==> config.mk <==
export PLATFORM = sky130hd
export DESIGN_NAME = i2c_slave_reg_ctrl
export DESIGN_NICKNAME = d
export VERILOG_FILES = /design/src/rtl/i2c_pkg.sv /design/src/rtl/i2c_slave_reg_ctrl.sv
export SDC_FILE = /design/constraint.sdc
export NUM_CORES = 1
export LEC_CHECK = 0
export BUFFER_PORTS_ARGS = -buffer_cell sky130_fd_sc_hd__buf_2
export CAP_MARGIN = 0
export CORE_MARGIN = 3
export CORE_UTILIZATION = 44
export CTS_CLUSTER_SIZE = 20
export DETAILED_ROUTE_END_ITERATION = 16
export PLACE_DENSITY = 0.73
export SLEW_MARGIN = 20
export SYNTH_ARGS = -nofsm -noshare
export SYNTH_HDL_FRONTEND = slang
export SYNTH_SLANG_ARGS = --single-unit
==> constraint.sdc <==
create_clock -name clk -period 1.7 [get_ports clk]
set_clock_uncertainty 0.1 [all_clocks]
set_input_delay 0.085 -clock clk [delete_from_list [all_inputs] [get_ports clk]]
set_output_delay 0.085 -clock clk [all_outputs]
set_load 0.01 [all_outputs]
==> src/rtl/i2c_pkg.sv <==
// Shared types and constants for the I2C slave register-access controller.
package i2c_pkg;

  typedef enum logic [1:0] {
    IDLE    = 2'd0,
    WR_REQ  = 2'd1,
    RD_REQ  = 2'd2,
    RD_HOLD = 2'd3
  } ctrl_state_t;

  localparam logic [7:0] RD_TIMEOUT_DATA   = 8'hFF;
  localparam int         DEFAULT_ADDR_WIDTH = 8;

endpackage

==> src/rtl/i2c_slave_reg_ctrl.sv <==
// Bridges the I2C slave byte streams onto a req/ack register bus with an auto-incrementing pointer.
// Optional register-bus timeout is built only when I2C_REG_CTRL_TIMEOUT_EN is defined.
module i2c_slave_reg_ctrl
  import i2c_pkg::*;
#(
  parameter int ADDR_WIDTH     = DEFAULT_ADDR_WIDTH,
  parameter int TIMEOUT_CYCLES = 1024
) (
  input  logic                  clk,
  input  logic                  rst,
  input  logic [7:0]            s_axis_wr_tdata,
  input  logic                  s_axis_wr_tvalid,
  output logic                  s_axis_wr_tready,
  input  logic                  s_axis_wr_tlast,
  output logic [7:0]            m_axis_rd_tdata,
  output logic                  m_axis_rd_tvalid,
  input  logic                  m_axis_rd_tready,
  output logic                  m_axis_rd_tlast,
  output logic                  reg_req,
  output logic                  reg_we,
  output logic [ADDR_WIDTH-1:0] reg_addr,
  output logic [7:0]            reg_wdata,
  input  logic                  reg_ack,
  input  logic [7:0]            reg_rdata,
  output logic [ADDR_WIDTH-1:0] reg_ptr,
  output logic                  busy,
  output logic [7:0]            err_count
);

  localparam logic [ADDR_WIDTH-1:0] PTR_ONE = ADDR_WIDTH'(1);

  ctrl_state_t           state_q, state_d;
  logic [ADDR_WIDTH-1:0] ptr_q, ptr_d;
  logic [ADDR_WIDTH-1:0] addr_q, addr_d;
  logic [7:0]            wdata_q, wdata_d;
  logic [7:0]            rdata_q, rdata_d;
  logic                  first_q, first_d;
  logic                  in_access;
  logic                  timeout;

  assign in_access = (state_q == WR_REQ) || (state_q == RD_REQ);

`ifdef I2C_REG_CTRL_TIMEOUT_EN
  localparam int TMO_W = $clog2(TIMEOUT_CYCLES + 1);
  logic [TMO_W-1:0] tmo_q;
  logic [7:0]       err_q;

  // Fires on the TIMEOUT_CYCLES-th cycle of an unacknowledged request.
  assign timeout = in_access && !reg_ack && (tmo_q == TMO_W'(TIMEOUT_CYCLES - 1));

  always_ff @(posedge clk) begin
    if (rst) begin
      tmo_q <= '0;
      err_q <= '0;
    end else begin
      if (in_access && !reg_ack && !timeout) tmo_q <= tmo_q + 1'b1;
      else                                   tmo_q <= '0;
      if (timeout && (err_q != 8'hFF)) err_q <= err_q + 8'd1;
    end
  end

  assign err_count = err_q;
`else
  assign timeout   = 1'b0;
  assign err_count = 8'd0;
`endif

  // Streams use valid/ready: a byte moves on a clock edge where both are high.
  // Write bytes are accepted only in IDLE and take priority over a read request.
  always_comb begin
    state_d = state_q;
    ptr_d   = ptr_q;
    first_d = first_q;
    addr_d  = addr_q;
    wdata_d = wdata_q;
    rdata_d = rdata_q;
    case (state_q)
      IDLE: begin
        if (s_axis_wr_tvalid) begin
          first_d = s_axis_wr_tlast;
          if (first_q) begin
            ptr_d = s_axis_wr_tdata[ADDR_WIDTH-1:0];
          end else begin
            addr_d  = ptr_q;
            wdata_d = s_axis_wr_tdata;
            state_d = WR_REQ;
          end
        end else if (m_axis_rd_tready) begin
          addr_d  = ptr_q;
          state_d = RD_REQ;
        end
      end
      WR_REQ: begin
        // A timed-out write is dropped but still advances the pointer.
        if (reg_ack || timeout) begin
          ptr_d   = ptr_q + PTR_ONE;
          state_d = IDLE;
        end
      end
      RD_REQ: begin
        if (reg_ack) begin
          rdata_d = reg_rdata;
          state_d = RD_HOLD;
        end else if (timeout) begin
          rdata_d = RD_TIMEOUT_DATA;
          state_d = RD_HOLD;
        end
      end
      RD_HOLD: begin
        if (m_axis_rd_tready) begin
          ptr_d   = ptr_q + PTR_ONE;
          first_d = 1'b1;
          state_d = IDLE;
        end
      end
      default: state_d = IDLE;
    endcase
  end

  always_ff @(posedge clk) begin
    if (rst) begin
      state_q <= IDLE;
      ptr_q   <= '0;
      first_q <= 1'b1;
      addr_q  <= '0;
      wdata_q <= '0;
      rdata_q <= '0;
    end else begin
      state_q <= state_d;
      ptr_q   <= ptr_d;
      first_q <= first_d;
      addr_q  <= addr_d;
      wdata_q <= wdata_d;
      rdata_q <= rdata_d;
    end
  end

  assign s_axis_wr_tready = (state_q == IDLE) && !rst;
  assign m_axis_rd_tdata  = rdata_q;
  assign m_axis_rd_tvalid = (state_q == RD_HOLD);
  assign m_axis_rd_tlast  = 1'b0;
  assign reg_req          = in_access;
  assign reg_we           = (state_q == WR_REQ);
  assign reg_addr         = addr_q;
  assign reg_wdata        = wdata_q;
  assign reg_ptr          = ptr_q;
  assign busy             = (state_q != IDLE);

endmodule
==> flow_summary.toml, run 1 <==
[floorplan]
core_area_sq_um = 3799
die_h_um = 69.99
io_pins = 68
die_area_sq_um = 4899
initial_core_util_pct = 47.43
row_count = 22
chipWidth_um = 69.99

[sta]
period_share_pct = 96.12
finalSetupViolations = 0
timing.final.crit_period_ps = 1634
tns_ps = 0
slew_violations = 0
setup_slack_ps = 65.91
hold_ws_ps = 56.55
fmaxAchievable_mhz = 612.0
hold_violations = 0
rsz0062_at_grt = "false"

[detailed_routing]
firstDrtPassIters = 4
wirelength_um = 4654
vias = 1805
avgViaCountPerCell = 5.172
drt_iter0_markers = 93
ant_nets = 0
routedWlPerCell_um = 13.34
drc = 0

[flow_run]
maxCapViolCount = 0

[critical_path]
crit_path_end_kind = "flip-flop"
arrival_ps = 1710
crit_path_cell_trace = "inv_2 > ha_4 > nand2b_4 > o311ai_4 > or2_1 > buf_12 > o221a_1"
cp.required_ps = 1770
crit_slowest_cell = "dfxtp_4"
crit_type = "reg -> reg"
crit_fanout = 7
start_kind = "flip-flop"
max_stage_delay_ps = 370

[yosys]
synth_flop_cell = "dfxtp_1"
yosys.area.top_type = "dfxtp_1"
netlist_instances = 211
synth.area.top_cells = "dfxtp_1, a21oi_1, nand2_1"
synth_top_area_share_pct = 38.89
mappedNetlistArea_sq_um = 1802
synth-seq-cells = 35
yosysWarnings = 0
syn_area_per_cell_sq_um = 8.539
async_reset_ff_share_pct = 0
synth_edf_count = 0
seq_area_frac_synth_pct = 38.89
synth_cell_types = 39

[final_layout]
stdcell_area_sq_um = 2590
drive_above_1_share_pct = 37.21
diodes = 0
synthToLayoutAreaGrowth_pct = 43.75
instances_no_fill = 349
utilization_pct = 68.18
layout.nets = 329

[clock_network]
cts_tree = "yes"
cts_inserted_buffers = 5
clk_pin_slew_worst_paths_ps = 70
postCtsSetupBuffers = 0
cts_root_buffer = "clkbuf_8"
cts_buffer_depth = 2
clock_latency_ps = 280
clock_sinks = 35
htreeDepth = 2

[pwr]
max-vdd-ir-drop_mv = 0.9905
p_clk_share_pct = 16.9
p_int_mw = 2.588
p_switching_mw = 1.624
comb_power_share_pct = 55.3
powerDensity_nw_per_um2 = 1626
power_leakage_nw = 1.196
pwr-share-seq_pct = 27.9
totalPowerFinal_mw = 4.212
sw_frac_of_total_pct = 38.56

[min_path]
hp-class = "in -> reg"

[global_routing]
overflow = 0
grt_use_total_pct = 19.13
grt_max_degree = 21
grt_pass1_vias = 1726
grt_pass1_wl_um = 7714
antenna_found_initial = 0

[placement]
pre_cts_ws_ps = -32.74
portBuffers = 58
dp_cells = 326
routabilityCongestion = 0.8758
dp_hpwl_um = 3319
place_area_sq_um = 2262

[status]
outcome = "complete, no violations"
cell families (layout without fill, tap and decap cells):
kind of cell	Yosys count	in the layout	synth area share, %
mux	11	11	6.111
buf+inv	27	109	8.194
other cells	1	9	0.2081
fa+ha+maj	6	6	4.167
flops	35	35	38.89
compound gates	47	47	20.28
simple gates	84	84	22.15
path summary, 6_finish.rpt:
kind | start | to | slack, ps | depth (start not counted)
min | reg_ack | m_axis_rd_tdata[2]$_SDFFE_PP0P_ | 60 | 3
min reg2reg | m_axis_rd_tdata[2]$_SDFFE_PP0P_ | m_axis_rd_tdata[2]$_SDFFE_PP0P_ | 350 | 2
max reg2reg | state_q[1]$_SDFFE_PP0P_ | reg_ptr[4]$_SDFFE_PP0P_ | 70 | 7
max | state_q[1]$_SDFFE_PP0P_ | reg_ptr[4]$_SDFFE_PP0P_ | 70 | 7
what timing repair did:
action	CTS	global route
resized for setup	10	5
endpoints found under the hold margin	16	0
hold buffers	16	0
setup endpoints to repair	7	5
pin swaps	0	2
sequential cells by signal, indices dropped and copies added (netlist names):
| signal | flops |
|---|---|
| first_q | 1 |
| reg_wdata | 8 |
| state_q | 2 |
| reg_ptr | 8 |
| m_axis_rd_tdata | 8 |
| reg_addr | 8 |
layout make-up:
class	count	area [sq um]
clock buffers	6	72.57
clock inverters	1	30.03
fillers	325	1209
inverters	8	30.03
multi-input cells	157	1056
flip-flops and latches	35	708.2
well taps	48	60.06
repair buffers	94	633.1
placed cells by master, fill, tap and decap left out, types with 3 or more instances in the layout:
cell type and instances:
nand3_1 11, ha_4 3, nor2_1 15, dfxtp_1 33, a21oi_1 24, o32ai_2 5
buf_2 58, inv_1 4, o21ai_0 4, nor3_1 9, conb_1 9, inv_2 4
nand2_1 32, clkbuf_8 5, dlygate4sd3_1 16, mux2i_1 11, buf_4 16
power by group through the flow:
| stage | clock [mW] | sequential (mW) | combinational, mW |
|---|---|---|---|
| final | 0.710 | 1.17 | 2.33 |
| after global routing | 0.759 | 1.20 | 2.54 |
| after CTS | 0.734 | 1.17 | 2.27 |
| after detailed placement | 0 | 1.17 | 2.17 |
| after global placement | 0 | 1.16 | 2.15 |
| after floorplan | 0 | 1.21 | 1.31 |
cell usage after synthesis, drive strengths merged (2+ instances only):
library cell  instances
nand2                32
nor3                  9
nor2                 16
buf                  12
inv                   8
ha                    6
and4                  2
nand3                11
or2                   2
o21ai                 6
clkbuf                7
nand2b                4
a31oi                 2
mux2i                11
a21oi                25
dfxtp                35
and3                  2
nor2b                 2
o32ai                 5
nor3b                 2
a32oi                 2
worst max-delay path: cells and delay by family (launching register included):
kind | cells | cell delay [ps]
DFF | 1 | 370
AOI/OAI and AO/OA | 2 | 290
buffers and inverters | 2 | 220
adders and majority gates | 1 | 190
and+or+nand+nor | 2 | 350
per-layer routing:
layer	track usage (%)	vias up	routed length [um]
li1	-	902	-
met1	22.23	845	1960
met2	34.63	56	2392
met3	4.460	2	267
met4	5.532	0	34
met5	0	-	0
Power figures use the tool's default switching activity.
==> run 2, diff against run 1 <==
--- a/config.mk
+++ b/config.mk
@@ -8,10 +8,10 @@
 export BUFFER_PORTS_ARGS = -buffer_cell sky130_fd_sc_hd__buf_2
 export CAP_MARGIN = 0
 export CORE_MARGIN = 3
-export CORE_UTILIZATION = 44
+export CORE_UTILIZATION = 49
 export CTS_CLUSTER_SIZE = 20
 export DETAILED_ROUTE_END_ITERATION = 16
-export PLACE_DENSITY = 0.73
+export PLACE_DENSITY = 0.77
 export SLEW_MARGIN = 20
 export SYNTH_ARGS = -nofsm -noshare
 export SYNTH_HDL_FRONTEND = slang
==> constraint.sdc (replaced) <==
create_clock -name clk -period 1.6 [get_ports clk]
set_clock_uncertainty 0.1 [all_clocks]
set_input_delay 0.08 -clock clk [delete_from_list [all_inputs] [get_ports clk]]
set_output_delay 0.08 -clock clk [all_outputs]
set_load 0.01 [all_outputs]
==> run 2 against run 1 <==
Compared with the run above:
- the flow now finishes with violations (setup timing)
- critical endpoint is now reg_ptr[1]$_SDFFE_PP0P_
- wire length increased by 17%
- largest cell class unchanged
- worst hold slack got worse by 50 ps
- first-iteration DRC count increased by 71%
==> flow_summary.toml, run 2 (same netlist as run 1, synthesis figures left out) <==
[critical_path]
max_stage_delay_ps = 390
crit_path_end_kind = "flip-flop"
crit_path_cell_trace = "inv_6 > ha_4 > nand2b_4 > o311ai_4 > buf_6 > or3_1 > a21oi_1"
crit_slowest_cell = "dfxtp_4"
start_kind = "flip-flop"
crit_fanout = 5
arrival_ps = 1730
cp.required_ps = 1730
crit_type = "reg -> reg"

[detailed_routing]
wirelength_um = 5424
ant_nets = 0
avgViaCountPerCell = 5.302
firstDrtPassIters = 4
routedWlPerCell_um = 15.32
drt_iter0_markers = 159
vias = 1877
drc = 0

[final_layout]
final_cell_mix = "buf_2, dfxtp_1, nand2_1"
drive_above_1_share_pct = 42.53
synthToLayoutAreaGrowth_pct = 50.76
stdcell_area_sq_um = 2716
diodes = 0
layout.nets = 335
layout_commonest_cell = "buf_2"
fill_cells = 246

[status]
violations = "setup timing"
outcome = "complete, but fails checks"

[global_routing]
grt_max_degree = 19
use_met1_pct = 27.27
met2_usage_pct = 43.94
grt_use_total_pct = 24.16
antenna_found_initial = 0
grtUsageMet3_pct = 4.553
grt_pass1_vias = 1780
grt_pass1_wl_um = 8148
busiest_layer = "met2"
overflow = 0

[sta]
period_share_pct = 100.3
tns_ps = -4.027
setup_slack_ps = -4.027
rsz0062_at_grt = "true"
slew_violations = 0
hold_violations = 0
timing.final.crit_period_ps = 1604
finalSetupViolations = 1
fmaxAchievable_mhz = 623.4

[clock_network]
clock_latency_ps = 300
cts_buffer_depth = 2
cts_tree = "yes"
htreeDepth = 2
clock_sinks = 35
clk_pin_slew_worst_paths_ps = 70
cts_root_buffer = "clkbuf_8"
cts_inserted_buffers = 5

[min_path]
hp-class = "in -> reg"

[floorplan]
chipWidth_um = 66.64
core_area_sq_um = 3442
io_pins = 68
initial_core_util_pct = 52.34
die_h_um = 66.64
row_count = 21
die_area_sq_um = 4441

[placement]
routabilityCongestion = 0.8435
dp_hpwl_um = 3431
portBuffers = 58
place_area_sq_um = 2240

[pwr]
powerDensity_nw_per_um2 = 1771
totalPowerFinal_mw = 4.810
power_leakage_nw = 1.252
max-vdd-ir-drop_mv = 1.271

[flow_run]
maxCapViolCount = 0
[run 2: cell count changes in the layout (fill, tap and decap cells not counted), moves of 2 or more]
cell,before,now
buf_4,16,22
nor3_1,9,4
nor3_2,0,5
inv_2,4,1
nor2_1,15,12
a32oi_1,2,0
a32oi_2,0,2
inv_4,0,2
nor2_4,1,3
or2_4,0,2
[run 2: repair_timing]
action / in CTS / in global routing
gates cloned: 0 / 1
buffers inserted: 4 / 1
gates resized for setup: 14 / 19
hold buffers: 16 / 0
pin swaps: 4 / 11
hold endpoints to repair: 16 / 0
setup endpoints to repair: 19 / 19
[run 2: stage by stage]
| step | std cells | setup slack [ps] | util (%) | hold slack, ps |
|---|---|---|---|---|
| 2_1_floorplan | 219 | -50.00 | - | 116.0 |
| 3_3_place_gp | 324 | -63.39 | 65.07 | 233.8 |
| 3_5_place_dp | 324 | -118.0 | 65.07 | 238.5 |
| 4_1_cts | 352 | 0.1541 | 75.97 | 2.685 |
| 5_1_grt | 354 | -52.94 | 78.92 | 26.69 |
| 6_report | 354 | -4.027 | 78.92 | 6.680 |
[run 2: worst max-delay path, delay by kind of cell (launching register included)]
kind / cells / cell delay [ps]
AOI/OAI and AO/OA: 2 / 230
adders and majority gates: 1 / 190
buffers and inverters: 2 / 200
DFF: 1 / 390
and+or+nand+nor: 2 / 450
[run 2: worst paths after layout]
path / startpoint / endpoint / slack [ps] / cells after the start
worst max register to register: state_q[1]$_SDFFE_PP0P_ / reg_ptr[1]$_SDFFE_PP0P_ / -4 / 7
worst min-delay path: rst / reg_ptr[0]$_SDFFE_PP0P_ / 7 / 2
worst max-delay path: state_q[1]$_SDFFE_PP0P_ / reg_ptr[1]$_SDFFE_PP0P_ / -4 / 7
worst min register to register: reg_wdata[5]$_SDFFE_PP0P_ / reg_wdata[5]$_SDFFE_PP0P_ / 360 / 2
[run 2: cell type report]
cell class | count | area [sq um] | area share [%]
Clock buffer | 5 | 68.82 | 2.533
Timing Repair Buffer | 100 | 663.1 | 24.41
Inverter | 8 | 40.04 | 1.474
Clock inverter | 3 | 43.79 | 1.612
Sequential cell | 35 | 708.2 | 26.07
Multi-Input combinational cell | 157 | 1135 | 41.78
Tap cell | 46 | 57.56 | 2.119
[run 2: layer usage]
layer / vias up / share of wire (%) / wire (um)
li1: 913 / - / -
met1: 876 / 40 / 2182
met2: 76 / 51 / 2792
met3: 12 / 6.0 / 324
met4: 0 / 2.3 / 125
met5: - / 0 / 0
[run 2: power by group]
part,total (mW),internal [mW],switching (mW)
logic,2.71,1.31,1.40
clock network,0.812,0.464,0.349
registers,1.28,1.05,0.229
total,4.81,2.83,1.98
